$ cat src/rtl/uart_rx_frame.sv
// uart_rx_frame: configurable UART receiver with majority-vote sampling, error flags and ready/valid output
module uart_rx_frame #(
    parameter int CLK_FREQUENCY_HZ = 100_000_000,
    parameter int BAUD_RATE        = 9600,
    parameter int DATA_BITS        = 8,
    parameter int PARITY           = 0,
    parameter int STOP_BITS        = 1,
    parameter int SYNC_STAGES      = 2
) (
    input  logic                 clk,
    input  logic                 rst,
    input  logic                 rx,
    output logic [DATA_BITS-1:0] data,
    output logic                 data_valid,
    input  logic                 data_ready,
    output logic                 parity_error,
    output logic                 framing_error,
    output logic                 overrun,
    output logic                 break_detect
);
    localparam int BIT_TICKS = CLK_FREQUENCY_HZ / BAUD_RATE;
    localparam int HALF      = BIT_TICKS / 2;
    localparam int CW        = $clog2(BIT_TICKS);
    localparam int IW        = $clog2(DATA_BITS + 1);

    typedef enum logic [2:0] {IDLE, START, DATA, PAR, STOP, BREAK_WAIT} state_t;

    state_t                 r_state;
    logic [SYNC_STAGES-1:0] r_sync;
    logic [CW-1:0]          r_cnt;
    logic [IW-1:0]          r_idx;
    logic [DATA_BITS-1:0]   r_shift;
    logic                   r_s0, r_s1, r_allz, r_perr, r_ferr, r_done;
    logic                   w_rx, w_vote, w_mid;

    assign w_rx   = r_sync[SYNC_STAGES-1];
    assign w_vote = (r_s0 & r_s1) | (r_s0 & w_rx) | (r_s1 & w_rx);
    assign w_mid  = r_cnt == CW'(HALF + 1);

    always_ff @(posedge clk) begin
        if (rst) r_sync <= '1;
        else     r_sync <= {r_sync[SYNC_STAGES-2:0], rx};
    end

    // The tick counter free-runs across bits; every state votes at HALF+1 of its own bit
    always_ff @(posedge clk) begin
        if (rst) begin
            r_state      <= IDLE;
            r_cnt        <= '0;
            r_idx        <= '0;
            r_shift      <= '0;
            r_s0         <= 1'b0;
            r_s1         <= 1'b0;
            r_allz       <= 1'b0;
            r_perr       <= 1'b0;
            r_ferr       <= 1'b0;
            r_done       <= 1'b0;
            break_detect <= 1'b0;
        end else begin
            r_done       <= 1'b0;
            break_detect <= 1'b0;
            r_cnt        <= (r_cnt == CW'(BIT_TICKS - 1)) ? '0 : r_cnt + 1'b1;
            if (r_cnt == CW'(HALF - 1)) r_s0 <= w_rx;
            if (r_cnt == CW'(HALF)) r_s1 <= w_rx;
            case (r_state)
                IDLE: begin
                    r_cnt <= '0;
                    if (!w_rx) r_state <= START;
                end
                START: if (w_mid) begin
                    r_state <= w_vote ? IDLE : DATA;
                    r_idx   <= '0;
                    r_allz  <= 1'b1;
                    r_perr  <= 1'b0;
                    r_ferr  <= 1'b0;
                end
                DATA: if (w_mid) begin
                    r_shift <= {w_vote, r_shift[DATA_BITS-1:1]};
                    r_allz  <= r_allz & ~w_vote;
                    r_idx   <= r_idx + 1'b1;
                    if (r_idx == IW'(DATA_BITS - 1)) begin
                        r_idx   <= '0;
                        r_state <= (PARITY != 0) ? PAR : STOP;
                    end
                end
                PAR: if (w_mid) begin
                    r_perr  <= (^{r_shift, w_vote}) ^ (PARITY == 1);
                    r_allz  <= r_allz & ~w_vote;
                    r_state <= STOP;
                end
                STOP: if (w_mid) begin
                    r_idx  <= r_idx + 1'b1;
                    r_ferr <= r_ferr | ~w_vote;
                    if (r_idx == '0 && r_allz && !w_vote) begin
                        break_detect <= 1'b1;
                        r_state      <= BREAK_WAIT;
                    end else if (r_idx == IW'(STOP_BITS - 1)) begin
                        r_done  <= 1'b1;
                        r_state <= IDLE;
                    end
                end
                BREAK_WAIT: if (w_rx) r_state <= IDLE;
                default: r_state <= IDLE;
            endcase
        end
    end

    always_ff @(posedge clk) begin
        if (rst) begin
            data          <= '0;
            data_valid    <= 1'b0;
            parity_error  <= 1'b0;
            framing_error <= 1'b0;
            overrun       <= 1'b0;
        end else begin
            overrun <= r_done & data_valid & ~data_ready;
            if (r_done && (!data_valid || data_ready)) begin
                data          <= r_shift;
                parity_error  <= r_perr;
                framing_error <= r_ferr;
                data_valid    <= 1'b1;
            end else if (data_ready) begin
                data_valid <= 1'b0;
            end
        end
    end
endmodule

$ cat config.mk
export PLATFORM = sky130hd
export DESIGN_NAME = uart_rx_frame
export DESIGN_NICKNAME = d
export VERILOG_FILES = /design/src/rtl/uart_rx_frame.sv
export SDC_FILE = /design/constraint.sdc
export NUM_CORES = 1
export LEC_CHECK = 0
export CORE_MARGIN = 3
export CORE_UTILIZATION = 47
export DETAILED_ROUTE_END_ITERATION = 6
export GPL_TIMING_DRIVEN = 0
export PLACE_DENSITY_LB_ADDON = 0.05
export REMOVE_ABC_BUFFERS = 1
export SLEW_MARGIN = 10
export SYNTH_ARGS = -nofsm -noshare
export SYNTH_HDL_FRONTEND = slang
export SYNTH_SLANG_ARGS = --single-unit
$ cat constraint.sdc
create_clock -name clk -period 3.64 [get_ports clk]
set_input_delay 1.092 -clock clk [delete_from_list [all_inputs] [get_ports clk]]
set_output_delay 1.092 -clock clk [all_outputs]
set_load 0.1 [all_outputs]
# == Yosys cells after proc, flatten, opt, wreduce, memory -nomap -nowiden ==
# Index checks and enable logic that the tools add are counted.
# classes
add_sub_neg,2
eq_ne,19
n_mux,28
bitwise_logic,13
reduce_logical,24
# ops
op,n
$eq 14x13->1 const B,3
$mux 3,9
$pmux 3 s6,1
$mux 4,4
$add 14x1->14 const B,1
$eq 14x14->1 const B,1
$ne 2x2->1 const B,7
$pmux 4 s3,1
$mux 1,9
$reduce_and 3->1,3
$reduce_xor 9->1,1
$reduce_and 8->1,1
$reduce_bool 2->1,4
$and 1x1->1,6
$eq 3x2->1 const B,2
$eq 3x3->1 const B,2
$pmux 1 s2,3
$reduce_or 3->1,2
$add 4x1->4 const B,1
$eq 4x3->1 const B,1
$logic_not 4->1,1
$not 1->1,4
$reduce_and 4->1,1
$reduce_or 4->1,1
other kinds (12),17
# word_totals
regBits,50
inputBits,4
output_inout_bits,13
word_cells,103

# == Longest topological paths before layout ==
# Gate-level depths: netlist (run 1).
# depth
ltp_word,8
mapped_depth,9
ltp_nobuf,7

# == Worst setup path after synthesis (run 1) ==
# Ideal clock, no wire load.
# synth_timing
path_type,input to register
start,in data_ready
end,reg data[0]
t_arrival_ps,1952
path_slack_ps,1560
cell_stages,4
n_path_buf,1
path_cell_list,o21ai_0 -> buf_1 -> mux2i_1 -> nor2_1
# synth_via
elab_chain_len,2
# synth_lines
item,line_no,text
"start, declared",15,"input logic data_ready,"
$logic_or 1x1->1,117,if (r_done && (!data_valid || data_ready)) begin
$logic_and 1x1->1,117,
"end signal, assigned",118,data <= r_shift;
"end, declared",13,"output logic [DATA_BITS-1:0] data,"
# No other way between the ends.
# A chain may end at the register's enable or synchronous reset.

# == Final worst setup path (run 1) ==
# layout_timing
start,reg data_valid
end,out data_valid
# layout_rtl
item,line_no,text
"start, declared",14,"output logic data_valid,"
"start signal, assigned",111,data_valid <= 1'b0;
"start signal, assigned",121,data_valid <= 1'b1;
"start signal, assigned",123,data_valid <= 1'b0;
# No word-level cell between the ends.

==> results of run 1 <==
==> synth_stat cells, types with 2 or more instances <==
cell type and number:
o21ai_1 2, nand4_1 4, or2_2 2, xor2_1 7
nor2b_1 5, xnor2_1 11, inv_1 8, ha_1 5
nand2b_1 3, nand3b_1 2, a21oi_1 9, and4_1 3
buf_2 3, mux2i_1 21, nand2_1 12, or4_1 2
nor2_1 46, clkbuf_1 7, nand3_1 10, and2_1 3
and3_1 4, nor3_1 9, o21ai_0 3, buf_1 2
dfxtp_1 50, nor3b_1 3, nor4_1 2
==> worst max-delay path by stage <==
stage	startpoint	end	slack (ns)	cells past startpoint
after detailed placement	rst	r_cnt[3]	0.40	4
after global placement	data_ready	data[4]	0.24	4
after floorplan	data_ready	data[0]	1.06	3
after global routing	data_valid	data_valid	0.65	1
after CTS	data_valid	data_valid	0.70	1
final	data_valid	data_valid	0.72	1
==> per-stage QoR <==
step / setup slack [ns] / cells / total power, W / hold slack (ns)
3_5_place_dp: 0.400 / 325 / 0.000682 / 0.400
2_1_floorplan: 1.06 / 243 / 0.000652 / 0.389
6_report: 0.720 / 333 / 0.00105 / 0.419
5_1_grt: 0.648 / 333 / 0.00111 / 0.461
4_1_cts: 0.705 / 333 / 0.00106 / 0.424
3_3_place_gp: 0.236 / 324 / 0.000682 / 0.391
==> flip-flops by register name, summed over array words and instances, names as in the netlist, 2 cells and up <==
register	cells
r_sync	2
r_state	3
r_shift	8
data	8
r_cnt	14
r_idx	4
==> logic make-up (layout without fill, tap and decap cells) <==
kind of cell | after synthesis | after routing | share of synthesized area
fa+ha+maj | 6 | 6 | 0.0332
flops | 50 | 50 | 0.436
buf+inv | 20 | 33 | 0.0343
xor+xnor | 20 | 20 | 0.0856
mux | 21 | 21 | 0.0916
compound gates | 20 | 20 | 0.0523
simple gates | 118 | 118 | 0.267
==> final cells by class <==
cell class / instances / area share
clock buffer: 7 / 0.0293
clock inverter: 1 / 0.0115
inverter: 8 / 0.0115
multi-input combinational: 185 / 0.469
sequential: 50 / 0.385
tap: 65 / 0.0312
timing repair buffer: 17 / 0.0625
==> report_power, final <==
part           leakage [nW]  internal [W]  total [W]  switching, W
logic                 0.521     0.0000391  0.0000889     0.0000498
clock network        0.0524      0.000206   0.000379      0.000173
registers             0.403      0.000556   0.000579     0.0000231
==> per-layer routing <==
layer / global-route usage / wire length, um
met5: 0 / 0
met4: 0.0602 / 39
met3: 0.0435 / 98
met2: 0.238 / 1750
met1: 0.212 / 2130
==> impl_metrics.tcl, run 1 <==
set metrics [dict create \
    tightest_slew_ns 0.991 \
    cts_resized 0 \
    numClockSinks 50 \
    gp_congestion 0.804 \
    ys_async_sr_fraction 0 \
    syn_avg_cell_area_sq_um 9.00 \
    fin_crit_sh 0.802 \
    ys_dominant_reg_cell "dfxtp_1" \
    final_common_cell "dfxtp_1" \
    routed_wl_mm 4.02 \
    max_freq_mhz 342 \
    dr.pass1.iters 4 \
    power.leakage_nw 0.976 \
    layout_common_cells "dfxtp_1, nor2_1, mux2i_1" \
    final_core_util 0.574 \
    path_max_fanout 4 \
    cp_num_buf_inv 1 \
    hp-start "r_sync[0]" \
    drt_iter0_drc 91 \
    n_fill_cell 438 \
    row_count 24 \
    regArea_sq_um 1000 \
    criticalPathCategory "reg2out" \
    post_drt_wl_per_cell_um 12.1 \
    final_hold_viol_count 0 \
    clkLatencyLatePin_ns 0.30 \
    ys_warn_count 0 \
    ys_seq_area_frac 0.436 \
    postCtsSetupBuffers 0 \
    arrival_ns 1.83 \
    core_sq_um 4530 \
    final_layout_size_suffix_gt1_frac 0.0560 \
    crit_required_ns 2.55 \
    die_x_um 75.9 \
    root_buffer "clkbuf_8" \
    multi_input_area_sq_um 1220 \
    status "complete, no violations" \
    synth_edf_count 0 \
    fp.dieArea_sq_um 5760 \
    drc_errors 0 \
    r2r-start "r_cnt[4]" \
    grt_usage 0.157 \
    syn_to_final_growth_pct 13.4 \
    via_per_inst 5.05 \
    critPathTopFamily "buffers and inverters" \
    path_cells "clkdlybuf4s50_1" \
    end_kind "output port" \
    grt-ovfl-total 0 \
    postCtsHoldBufs 0 \
    synth_cell_types 44 \
    grt_antenna_before_repair 0 \
    start_kind "flop" \
    cts_buffers 5 \
    rsz0062_at_grt "false" \
    ant_nets 0 \
    portBuffers 16 \
    io_pins 17 \
    syn-cell-area_sq_um 2300 \
    grt_pass1_wl_mm 6.96 \
    ir_drop_v 0.000212 \
    max_stage_delay_ns 1.15 \
    ys_ff_latch 50 \
    hpwl_mm 2.78 \
    regToRegSetupSlack_ns 1.22 \
    clk_pin_slew_ns 0.09 \
    grt_max_degree 36 \
    cts_tree "built" \
    worstRegToRegCells 5 \
    vias 1682 \
    dpl_cell_area_sq_um 2500 \
    synth_area_leaders "dfxtp_1, mux2i_1, nor2_1" \
    drv_cap 0 \
    htree_levels 2 \
    grt_pass1_vias 1566 \
    design_area_sq_um 2600 \
    slowest_stage "clkdlybuf4s50_1" \
    start_util 0.506 \
    power.density_nw_per_um2 402 \
    dieHeight_um 75.9 \
    hold_depth 1 \
    hold_end "r_sync[1]" \
    synth_cells 255 \
    relSlewSlack 0.337 \
    hold_path_class "reg2reg" \
    final.setup.tns_ns 0 \
    period_minus_slack_ns 2.92 \
    yosysTopAreaCellShare 0.436 \
    setup_violations 0 \
    clockBufferDepth 2 \
    rr_endpoint "r_shift[5]" \
    slew_violations 0 \
    n_antenna_cell 0 \
    fin_skew_ns 0.00552 \
    synth_area_leader_cell "dfxtp_1" \
    fin_nets 276 \
]
Power figures use the tool's default switching activity.
==> run 2: changes to the inputs <==
clock period = 2.7 ns   (was 3.64 ns; I/O delays follow)
==> run 2 against run 1 <==
Against the previous run:
- clock skew barely moved
- highest routed layer unchanged
- first-iteration DRC count grew 4.4%
- clock power increased by 35%
- register-to-register slack worse by 0.94 ns
- core utilization increased by 0.055 points
- sequential power grew 35%
- worst setup slack got worse by 0.61 ns
- count of clock-buffer cells in the layout did not move
- critical path type unchanged
- die area stayed put
- via count is 0.54% higher
==> impl_metrics.tcl, run 2 (synthesized netlist as in run 1, its figures left out) <==
set metrics [dict create \
    status "complete, no violations" \
    clk_pin_slew_ns 0.09 \
    cp_num_buf_inv 1 \
    grt_max_degree 36 \
    drc_errors 0 \
    die_x_um 75.9 \
    period_minus_slack_ns 2.59 \
    tightest_slew_ns 0.991 \
    fin_nets 276 \
    largest_reg_flops 14 \
    end_kind "output port" \
    post-place-ws_ns -0.258 \
    clockBufferDepth 2 \
    max_freq_mhz 386 \
    arrival_ns 1.78 \
    fin_skew_ns 0.00575 \
    grt_pass1_wl_mm 6.96 \
    start_util 0.506 \
    crit_required_ns 1.89 \
    rsz0062_at_grt "false" \
    ant_nets 0 \
    relSlewSlack 0.337 \
    setup_violations 0 \
    gp_congestion 0.804 \
    routed_wl_mm 4.02 \
    row_count 24 \
    post_drt_wl_per_cell_um 12.1 \
    portBuffers 16 \
    final_common_cell "dfxtp_1" \
    ir_drop_v 0.000287 \
    layout_common_cells "dfxtp_1, nor2_1, mux2i_1" \
    final_layout_size_suffix_gt1_frac 0.0560 \
    max_stage_delay_ns 1.15 \
    reg.largest.list "r_cnt: 14 flops, data: 8 flops, r_shift: 8 flops" \
    start_kind "flop" \
    postCtsHoldBufs 0 \
    fin_ws_ns 0.108 \
    dieHeight_um 75.9 \
    drv_cap 0 \
    syn_to_final_growth_pct 13.5 \
    final_hold_viol_count 0 \
    drt_iter0_drc 95 \
    regMostFlops "r_cnt" \
    fin_crit_sh 0.960 \
    clkLatencyLatePin_ns 0.30 \
    path_max_fanout 2 \
    cts_resized 0 \
    core_sq_um 4530 \
    cts_buffers 5 \
    slew_violations 0 \
    grt_antenna_before_repair 0 \
    root_buffer "clkbuf_8" \
    critPathTopFamily "buffers and inverters" \
    hold_path_class "reg2reg" \
    numClockSinks 50 \
    path_cells "clkdlybuf4s50_1" \
    power.total_w 0.00141 \
    power.density_nw_per_um2 542 \
    fin_hold_ws_ns 0.419 \
    n_antenna_cell 0 \
    postCtsSetupBuffers 0 \
    grt_pass1_vias 1566 \
    final_core_util 0.575 \
    htree_levels 2 \
    io_pins 17 \
    dr.pass1.iters 4 \
    criticalPathCategory "reg2out" \
    via_per_inst 5.08 \
    grt-ovfl-total 0 \
    vias 1691 \
    power.leakage_nw 0.995 \
    grt_usage 0.157 \
    cts_tree "built" \
    slowest_stage "clkdlybuf4s50_1" \
    fp.dieArea_sq_um 5760 \
    hpwl_mm 2.78 \
]
run 2: cell types whose count changed in the layout (fill, tap and decap cells not counted):
| cell | change |
|---|---|
| clkdlybuf4s50_1 | -1 |
| dlymetal6s2s_1 | +1 |
run 2: metrics by stage:
stage / cell area [sq um] / setup TNS, ns / instances
6_report: 2610 / 0 / 333
5_1_grt: 2610 / 0 / 333
4_1_cts: 2610 / 0 / 333
3_5_place_dp: 2500 / -3.91 / 325
3_3_place_gp: 2490 / -10.24 / 324
2_1_floorplan: 2250 / 0 / 243
run 2: where the power goes:
group,leakage [nW],internal (W),total (W),switching [W]
Clock,0.0524,0.000277,0.000511,0.000233
Sequential,0.403,0.000749,0.000780,0.0000312
Combinational,0.539,0.0000527,0.000120,0.0000672
Total,0.995,0.00108,0.00141,0.000332
run 2: per-layer routing:
metal  global-route usage  vias up  routed length [um]  part of all wire
met3               0.0435        4                  92             0.023
met4               0.0602        0                  39            0.0097
met2                0.238       13                1760              0.44
met5                    0        -                   0                 0
met1                0.212      781                2130              0.53
li1                     -      893                   -                 -
run 2: layout make-up:
cell class	count	area (sq um)
repair buffers	17	165
clock inverters	1	30.0
well taps	65	81.3
clock buffers	7	76.3
multi-input cells	185	1220
flip-flops and latches	50	1000
inverters	8	30.0
fillers	438	1930
run 2: path summary, 6_finish.rpt:
| kind | startpoint | end | slack, ns | cells after the start |
|---|---|---|---|---|
| worst max-delay path | parity_error | parity_error | 0.11 | 1 |
| worst min-delay path | r_sync[0] | r_sync[1] | 0.42 | 1 |
| worst max register to register | r_cnt[4] | r_shift[5] | 0.28 | 5 |
| worst min register to register | r_sync[0] | r_sync[1] | 0.42 | 1 |
